`config.mk`:
```
export PLATFORM = sky130hd
export DESIGN_NAME = cgra_obi_master_arbiter
export DESIGN_NICKNAME = d
export VERILOG_FILES = /design/src/rtl/cgra_x_heep_pkg.sv /design/src/rtl/obi_pkg.sv /design/src/rtl/cgra_arb_idx_fifo.sv /design/src/rtl/cgra_obi_master_arbiter.sv
export SDC_FILE = /design/constraint.sdc
export NUM_CORES = 1
export LEC_CHECK = 0
export CAP_MARGIN = 5
export CORE_AREA = 4 4 248 250
export CTS_BUF_LIST = sky130_fd_sc_hd__clkbuf_16
export CTS_CLUSTER_SIZE = 24
export DETAILED_ROUTE_END_ITERATION = 6
export DIE_AREA = 0 0 252 254
export PLACE_DENSITY_LB_ADDON = 0.2
export SLEW_MARGIN = 20
export SYNTH_ARGS = -nofsm -noshare
export SYNTH_HDL_FRONTEND = slang
export SYNTH_HIERARCHICAL = 1
export SYNTH_SLANG_ARGS = --single-unit
```
`constraint.sdc`:
```
create_clock -name clk_i -period 4.2 [get_ports clk_i]
set_input_delay 0.84 -clock clk_i [delete_from_list [all_inputs] [get_ports clk_i]]
set_output_delay 0.84 -clock clk_i [all_outputs]
set_load 0.1 [all_outputs]
```
`src/rtl/cgra_x_heep_pkg.sv`:
```
// CGRA <-> X-HEEP integration constants, including the OBI master arbiter
// defaults (upstream master count, outstanding depth, grant index type).
package cgra_x_heep_pkg;

    localparam int unsigned CGRA_ARB_N_REQ     = 32'd4;
    localparam int unsigned CGRA_ARB_MAX_OUTST = 32'd2;

    typedef logic [$clog2(CGRA_ARB_N_REQ)-1:0] cgra_arb_idx_t;

endpackage

```
`src/rtl/obi_pkg.sv`:
```
// OBI request/response bundles shared by the X-HEEP external crossbar ports.
package obi_pkg;

    typedef struct packed {
        logic        req;
        logic        we;
        logic [3:0]  be;
        logic [31:0] addr;
        logic [31:0] wdata;
    } obi_req_t;

    typedef struct packed {
        logic        gnt;
        logic        rvalid;
        logic [31:0] rdata;
    } obi_resp_t;

endpackage

```
`src/rtl/cgra_arb_idx_fifo.sv`:
```
// Small synchronous FIFO holding the master index of every granted but not
// yet answered OBI transaction. Push and pop may happen in the same cycle;
// a push while full or a pop while empty is ignored.
module cgra_arb_idx_fifo
    import cgra_x_heep_pkg::*;
#(
    parameter int unsigned DEPTH = CGRA_ARB_MAX_OUTST,
    parameter int unsigned WIDTH = $bits(cgra_arb_idx_t)
) (
    input  logic             clk_i,
    input  logic             rst_ni,
    input  logic             push,
    input  logic [WIDTH-1:0] wdata,
    input  logic             pop,
    output logic [WIDTH-1:0] rdata,
    output logic             full,
    output logic             empty
);

    localparam int unsigned PTR_W = (DEPTH > 1) ? $clog2(DEPTH) : 1;
    localparam int unsigned OCC_W = $clog2(DEPTH + 1);

    logic [WIDTH-1:0] mem_r [DEPTH];
    logic [PTR_W-1:0] wr_ptr_r;
    logic [PTR_W-1:0] rd_ptr_r;
    logic [OCC_W-1:0] occ_r;
    logic             push_ok_s;
    logic             pop_ok_s;

    // Advance a pointer with wrap at DEPTH (DEPTH need not be a power of two).
    function automatic logic [PTR_W-1:0] ptr_inc(input logic [PTR_W-1:0] p);
        logic [PTR_W-1:0] nxt;
        if (p == PTR_W'(DEPTH - 1)) begin
            nxt = '0;
        end else begin
            nxt = p + PTR_W'(1);
        end
        return nxt;
    endfunction

    assign full      = (occ_r == OCC_W'(DEPTH));
    assign empty     = (occ_r == '0);
    assign push_ok_s = push & ~full;
    assign pop_ok_s  = pop & ~empty;
    assign rdata     = mem_r[rd_ptr_r];

    // Storage, pointers and occupancy; reset flushes every entry.
    always_ff @(posedge clk_i) begin
        if (!rst_ni) begin
            wr_ptr_r <= '0;
            rd_ptr_r <= '0;
            occ_r    <= '0;
            for (int i = 0; i < int'(DEPTH); i++) begin
                mem_r[i] <= '0;
            end
        end else begin
            if (push_ok_s) begin
                mem_r[wr_ptr_r] <= wdata;
                wr_ptr_r        <= ptr_inc(wr_ptr_r);
            end
            if (pop_ok_s) begin
                rd_ptr_r <= ptr_inc(rd_ptr_r);
            end
            case ({push_ok_s, pop_ok_s})
                2'b10:   occ_r <= occ_r + OCC_W'(1);
                2'b01:   occ_r <= occ_r - OCC_W'(1);
                default: occ_r <= occ_r;
            endcase
        end
    end

endmodule

```
`src/rtl/cgra_obi_master_arbiter.sv`:
```
// Round-robin arbiter sharing one X-HEEP external-crossbar OBI master port
// between N_REQ CGRA-side masters. The winner is locked while its address
// phase waits for gnt; granted indices are queued so each rvalid/rdata is
// routed back to the issuing master.
// Optional feature: define CGRA_OBI_ARB_GRANT_CNT_EN to build per-master
// saturating grant counters; otherwise grant_cnt_o is tied to zero.
module cgra_obi_master_arbiter
    import obi_pkg::*;
    import cgra_x_heep_pkg::*;
#(
    parameter int unsigned N_REQ     = CGRA_ARB_N_REQ,
    parameter int unsigned MAX_OUTST = CGRA_ARB_MAX_OUTST,
    parameter int unsigned CNT_W     = 32
) (
    input  logic                        clk_i,
    input  logic                        rst_ni,
    input  obi_req_t  [N_REQ-1:0]       req_i,
    output obi_resp_t [N_REQ-1:0]       resp_o,
    output obi_req_t                    req_o,
    input  obi_resp_t                   resp_i,
    output logic                        busy_o,
    output logic                        err_o,
    output logic [N_REQ-1:0][CNT_W-1:0] grant_cnt_o
);

    localparam int unsigned IDX_W = $clog2(N_REQ);
    typedef logic [IDX_W-1:0] idx_t;

    idx_t rr_q;
    logic lock_q;
    idx_t lock_idx_q;
    logic err_r;

    idx_t win_idx_s;
    logic win_vld_s;
    idx_t cand_s;
    logic req_vld_s;
    logic hs_s;
    logic pop_s;
    idx_t head_s;
    logic full_s;
    logic empty_s;

    // (base + off) mod N_REQ for base, off < N_REQ.
    function automatic idx_t rr_offset(input idx_t base, input int unsigned off);
        int unsigned sum_v;
        sum_v = 32'(base) + off;
        if (sum_v >= N_REQ) begin
            sum_v = sum_v - N_REQ;
        end
        return idx_t'(sum_v);
    endfunction

    // Winner selection: locked index while an address phase is pending,
    // otherwise first requester at or after rr_q (scanned farthest-first so
    // the nearest requester is the last assignment).
    always_comb begin
        win_idx_s = rr_q;
        win_vld_s = 1'b0;
        cand_s    = rr_q;
        if (lock_q) begin
            win_idx_s = lock_idx_q;
            win_vld_s = req_i[lock_idx_q].req;
        end else begin
            for (int i = int'(N_REQ) - 1; i >= 0; i--) begin
                cand_s = rr_offset(rr_q, i);
                if (req_i[cand_s].req) begin
                    win_idx_s = cand_s;
                    win_vld_s = 1'b1;
                end else begin
                    win_idx_s = win_idx_s;
                end
            end
        end
    end

    // A full index queue blocks the request; no same-cycle bypass on pop.
    assign req_vld_s = win_vld_s & ~full_s;
    assign hs_s      = req_vld_s & resp_i.gnt;
    assign pop_s     = resp_i.rvalid & ~empty_s;
    assign busy_o    = ~empty_s | req_vld_s;
    assign err_o     = err_r;

    // Downstream request mirrors the winner; all zeros when nobody requests.
    always_comb begin
        req_o = '0;
        if (win_vld_s) begin
            req_o     = req_i[win_idx_s];
            req_o.req = req_vld_s;
        end else begin
            req_o = '0;
        end
    end

    // Upstream responses: gnt to the current winner, rvalid/rdata to the queue head.
    always_comb begin
        resp_o = '0;
        for (int k = 0; k < int'(N_REQ); k++) begin
            resp_o[k].gnt    = hs_s & (idx_t'(k) == win_idx_s);
            resp_o[k].rvalid = pop_s & (idx_t'(k) == head_s);
            resp_o[k].rdata  = resp_o[k].rvalid ? resp_i.rdata : 32'h0000_0000;
        end
    end

    // Round-robin pointer and address-phase lock.
    always_ff @(posedge clk_i) begin
        if (!rst_ni) begin
            rr_q       <= '0;
            lock_q     <= 1'b0;
            lock_idx_q <= '0;
        end else if (hs_s) begin
            rr_q   <= rr_offset(win_idx_s, 1);
            lock_q <= 1'b0;
        end else if (req_vld_s) begin
            lock_q     <= 1'b1;
            lock_idx_q <= win_idx_s;
        end
    end

    // Sticky flag for a response arriving with nothing outstanding.
    always_ff @(posedge clk_i) begin
        if (!rst_ni) begin
            err_r <= 1'b0;
        end else if (resp_i.rvalid && empty_s) begin
            err_r <= 1'b1;
        end
    end

    cgra_arb_idx_fifo #(
        .DEPTH (MAX_OUTST),
        .WIDTH (IDX_W)
    ) u_idx_fifo (
        .clk_i  (clk_i),
        .rst_ni (rst_ni),
        .push   (hs_s),
        .wdata  (win_idx_s),
        .pop    (pop_s),
        .rdata  (head_s),
        .full   (full_s),
        .empty  (empty_s)
    );

`ifdef CGRA_OBI_ARB_GRANT_CNT_EN
    logic [N_REQ-1:0][CNT_W-1:0] cnt_r;

    // Per-master handshake counters, saturating at all-ones.
    always_ff @(posedge clk_i) begin
        if (!rst_ni) begin
            cnt_r <= '0;
        end else begin
            for (int k = 0; k < int'(N_REQ); k++) begin
                if (hs_s && (win_idx_s == idx_t'(k)) && (cnt_r[k] != '1)) begin
                    cnt_r[k] <= cnt_r[k] + CNT_W'(1);
                end
            end
        end
    end

    assign grant_cnt_o = cnt_r;
`else
    assign grant_cnt_o = '0;
`endif

endmodule

```
==> results_dict.tcl <==
set metrics [dict create \
    fin_tns_setup_ps 0 \
    die_y_um 254 \
    cpMostUsedCell "buf_12" \
    fillers 6456 \
    io_pins 652 \
    grt_max_degree 34 \
    critPathRequiredTime_ps 3360 \
    worst_setup_path_start_kind "input port" \
    dp_hpwl_um 31800 \
    hold_buffers 0 \
    firstDrtPassIters 4 \
    wirelength_um 34800 \
    num_vias 6179 \
    crit_fanout 19 \
    cp_slowest_stage_delay_ps 520 \
    crit_arrival_ps 3240 \
    use_met1_pct 10.4 \
    finalHoldViolations 0 \
    die_w_um 252 \
    cap_violations 0 \
    path_cells "clkdlybuf4s50_1 > buf_4 > nor2b_1 > o311a_1 > or3_4 > buf_12 > o22ai_2 > buf_12" \
    cts_inserted_buffers 3 \
    clkTransAtPathRegs_ps 50 \
    final_core_util_pct 23.0 \
    drv_slew 0 \
    fin_crit_ps 4080 \
    start_util_pct 8.09 \
    ys_types 41 \
    multi_input_area_um2 4180 \
    p_per_area_nw_per_um2 648 \
    critPathKind "in -> out" \
    syn_area_um2 4770 \
    synth-seq-cells 15 \
    ant_nets 0 \
    antenna_found_initial 7 \
    rows 89 \
    cts_tree "built" \
    via_per_inst 3.19 \
    post_drt_wl_per_cell_um 18.0 \
    gr-usage-met2_pct 18.6 \
    stdcell_count 1939 \
    coreArea_um2 59000 \
    dp.cells 1931 \
    syn_area_per_cell_um2 7.71 \
    synth_cells 619 \
    tightest_slew_ps 1020 \
    fin_nets 1484 \
    ys.warnings.count 6 \
    setup_viol 0 \
    grtUsageTotal_pct 9.91 \
    seqCellArea_um2 340 \
    clk_latency_ps 250 \
    post_cts.repair.setup_buffers 0 \
    drive_gt1_share_pct 30.8 \
    yosysSeqAreaShare_pct 7.13 \
    holdWs_ps 501 \
    use_met3_pct 3.68 \
    route.detailed.drc 0 \
    port_buffers 523 \
    clockBufferDepth 2 \
    dieArea_um2 64000 \
    fin_worst_skew_ps 2.97 \
    grt_pass1_wl_um 46400 \
    slew_headroom_pct 31.8 \
    slowest_stage "or3_4" \
    cts_num_sinks 15 \
    dr.first_iter.drc_count 88 \
    hold_path_class "reg -> reg" \
    rsz0062_at_grt "false" \
    grt_pass1_vias 6311 \
    fmaxAchievable_mhz 245 \
    finalCritPeriodShare_pct 97.2 \
    busiest_layer "met2" \
    gp_congestion 0.773 \
    areaGrowthSynthToFinish_pct 184 \
    ctsHtreeMaxLevel 1 \
    ir_drop_mv 0.339 \
    leakagePower_uw 0.00597 \
    cp-end-kind "output port" \
    globalRouteOverflowTotal 0 \
    cts_root_buf "clkbuf_16" \
    status "complete, no violations" \
]
==> layer usage <==
layer	vias up	wire [µm]
met5	-	19
met4	2	951
met1	2757	12400
met2	398	18000
met3	26	3460
li1	2996	-
==> cells by family (layout without fill, tap and decap cells) <==
logic type / count (synthesis) / count (layout) / share of synthesized area [%]
compound gates: 89 / 89 / 12.2
xor+xnor: 3 / 3 / 0.551
fa+ha+maj: 5 / 5 / 1.31
buf+inv: 179 / 595 / 24.9
flops: 15 / 15 / 7.13
mux: 144 / 144 / 30.5
other cells: 1 / 132 / 0.0786
simple gates: 183 / 183 / 23.3
==> critical path, delay by kind of cell <==
kind            cells  cell delay [ps]
buf+inv             4             1160
simple gates        2              650
compound gates      2              560
==> power breakdown <==
group	leakage (µW)	internal, µW	switching [µW]	total [µW]
clock	0.0000371	128	65.5	194
sequential	0.000133	186	39.7	226
combinational	0.00580	2900	5470	8370
total	0.00597	3220	5570	8790
==> layout by cell type, fill, tap and decap left out, drive strengths merged, types with 2 or more instances in the layout <==
master,count
a21boi,2
a21oi,4
and2,130
and3,8
buf,268
clkbuf,3
clkdlybuf4s50,315
conb,128
dfxtp,11
diode,4
edfxtp,4
ha,5
inv,7
mux2,2
mux2i,141
nand2,11
nand2b,5
nor2,8
nor2b,10
nor3b,2
o211a,2
o21a,2
o21ai,4
o22ai,70
or2,3
or3,4
xnor2,3
==> path summary, 6_finish.rpt <==
path,cells after the start,to,startpoint,slack [ps]
worst max-delay path,8,req_o[40],req_i[69],120
worst min-delay path,2,u_idx_fifo/wr_ptr_r,u_idx_fifo/wr_ptr_r,500
worst max register to register,7,u_idx_fifo/occ_r[1],lock_idx_q[0],1420
worst min register to register,2,u_idx_fifo/wr_ptr_r,u_idx_fifo/wr_ptr_r,500
==> stage by stage <==
stage / instance area (µm²) / setup WS, ps / power [µW]
after global placement: 13500 / -30.6 / 8690
final: 13600 / 119 / 8790
after global routing: 13600 / 5.07 / 9040
after detailed placement: 13500 / -42.5 / 8700
after floorplan: 5680 / 38.7 / 5510
after CTS: 13600 / 22.4 / 8910
==> cell usage after synthesis <==
| cell | count | area [µm²] |
|---|---|---|
| nor3b_1 | 2 | 15.0 |
| mux4_2 | 1 | 22.5 |
| mux2i_1 | 141 | 1410 |
| or3_4 | 1 | 11.3 |
| o21ai_0 | 4 | 20.0 |
| nor2b_1 | 10 | 62.6 |
| or2_2 | 2 | 12.5 |
| o311a_1 | 1 | 10.0 |
| and3_1 | 8 | 50.1 |
| a21oi_1 | 4 | 20.0 |
| inv_1 | 5 | 18.8 |
| clkbuf_1 | 23 | 86.3 |
| o22ai_1 | 70 | 438 |
| nor4_1 | 1 | 6.26 |
| and2_1 | 130 | 813 |
| a21boi_0 | 1 | 7.51 |
| and3b_1 | 1 | 8.76 |
| nand2b_2 | 1 | 8.76 |
| or2_1 | 1 | 6.26 |
| or3_1 | 3 | 18.8 |
| conb_1 | 1 | 3.75 |
| dfxtp_1 | 11 | 220 |
| ha_1 | 5 | 62.6 |
| buf_2 | 18 | 90.1 |
| o41ai_2 | 1 | 16.3 |
| nand2b_1 | 4 | 25.0 |
| buf_1 | 1 | 3.75 |
| inv_2 | 2 | 7.51 |
| a21boi_1 | 1 | 7.51 |
| buf_4 | 128 | 961 |
| o311ai_0 | 1 | 8.76 |
| o21a_1 | 2 | 15.0 |
| mux2_2 | 2 | 22.5 |
| o221a_2 | 1 | 11.3 |
| edfxtp_1 | 4 | 120 |
| nand2_1 | 11 | 41.3 |
| nor2_1 | 8 | 30.0 |
| o32ai_1 | 1 | 8.76 |
| buf_6 | 2 | 22.5 |
| xnor2_1 | 3 | 26.3 |
| o211a_1 | 2 | 20.0 |
==> repair_timing <==
action / CTS / global route
gates resized for setup: 2 / 1
gates cloned: 0 / 0
pin swaps: 0 / 1
setup endpoints to repair: 2 / 47
==> registers in the layout, indices dropped and copies added (netlist names), named ones only <==
register	flops
err_o	1
lock_idx_q	2
lock_q	1
rr_q	2
u_idx_fifo/mem_r	4
u_idx_fifo/occ_r	2
u_idx_fifo/rd_ptr_r	1
u_idx_fifo/wr_ptr_r	1
==> area by class of cell <==
class                      instances  share of cell area, %
timing repair buffer             584                   58.6
clock buffer                       3                  0.553
sequential                        15                   2.51
clock inverter                     1                 0.0553
antenna                            4                 0.0737
inverter                           7                  0.249
tap                              773                   7.13
multi-input combinational        552                   30.8
Note: power is estimated with default switching activity, not from simulation.
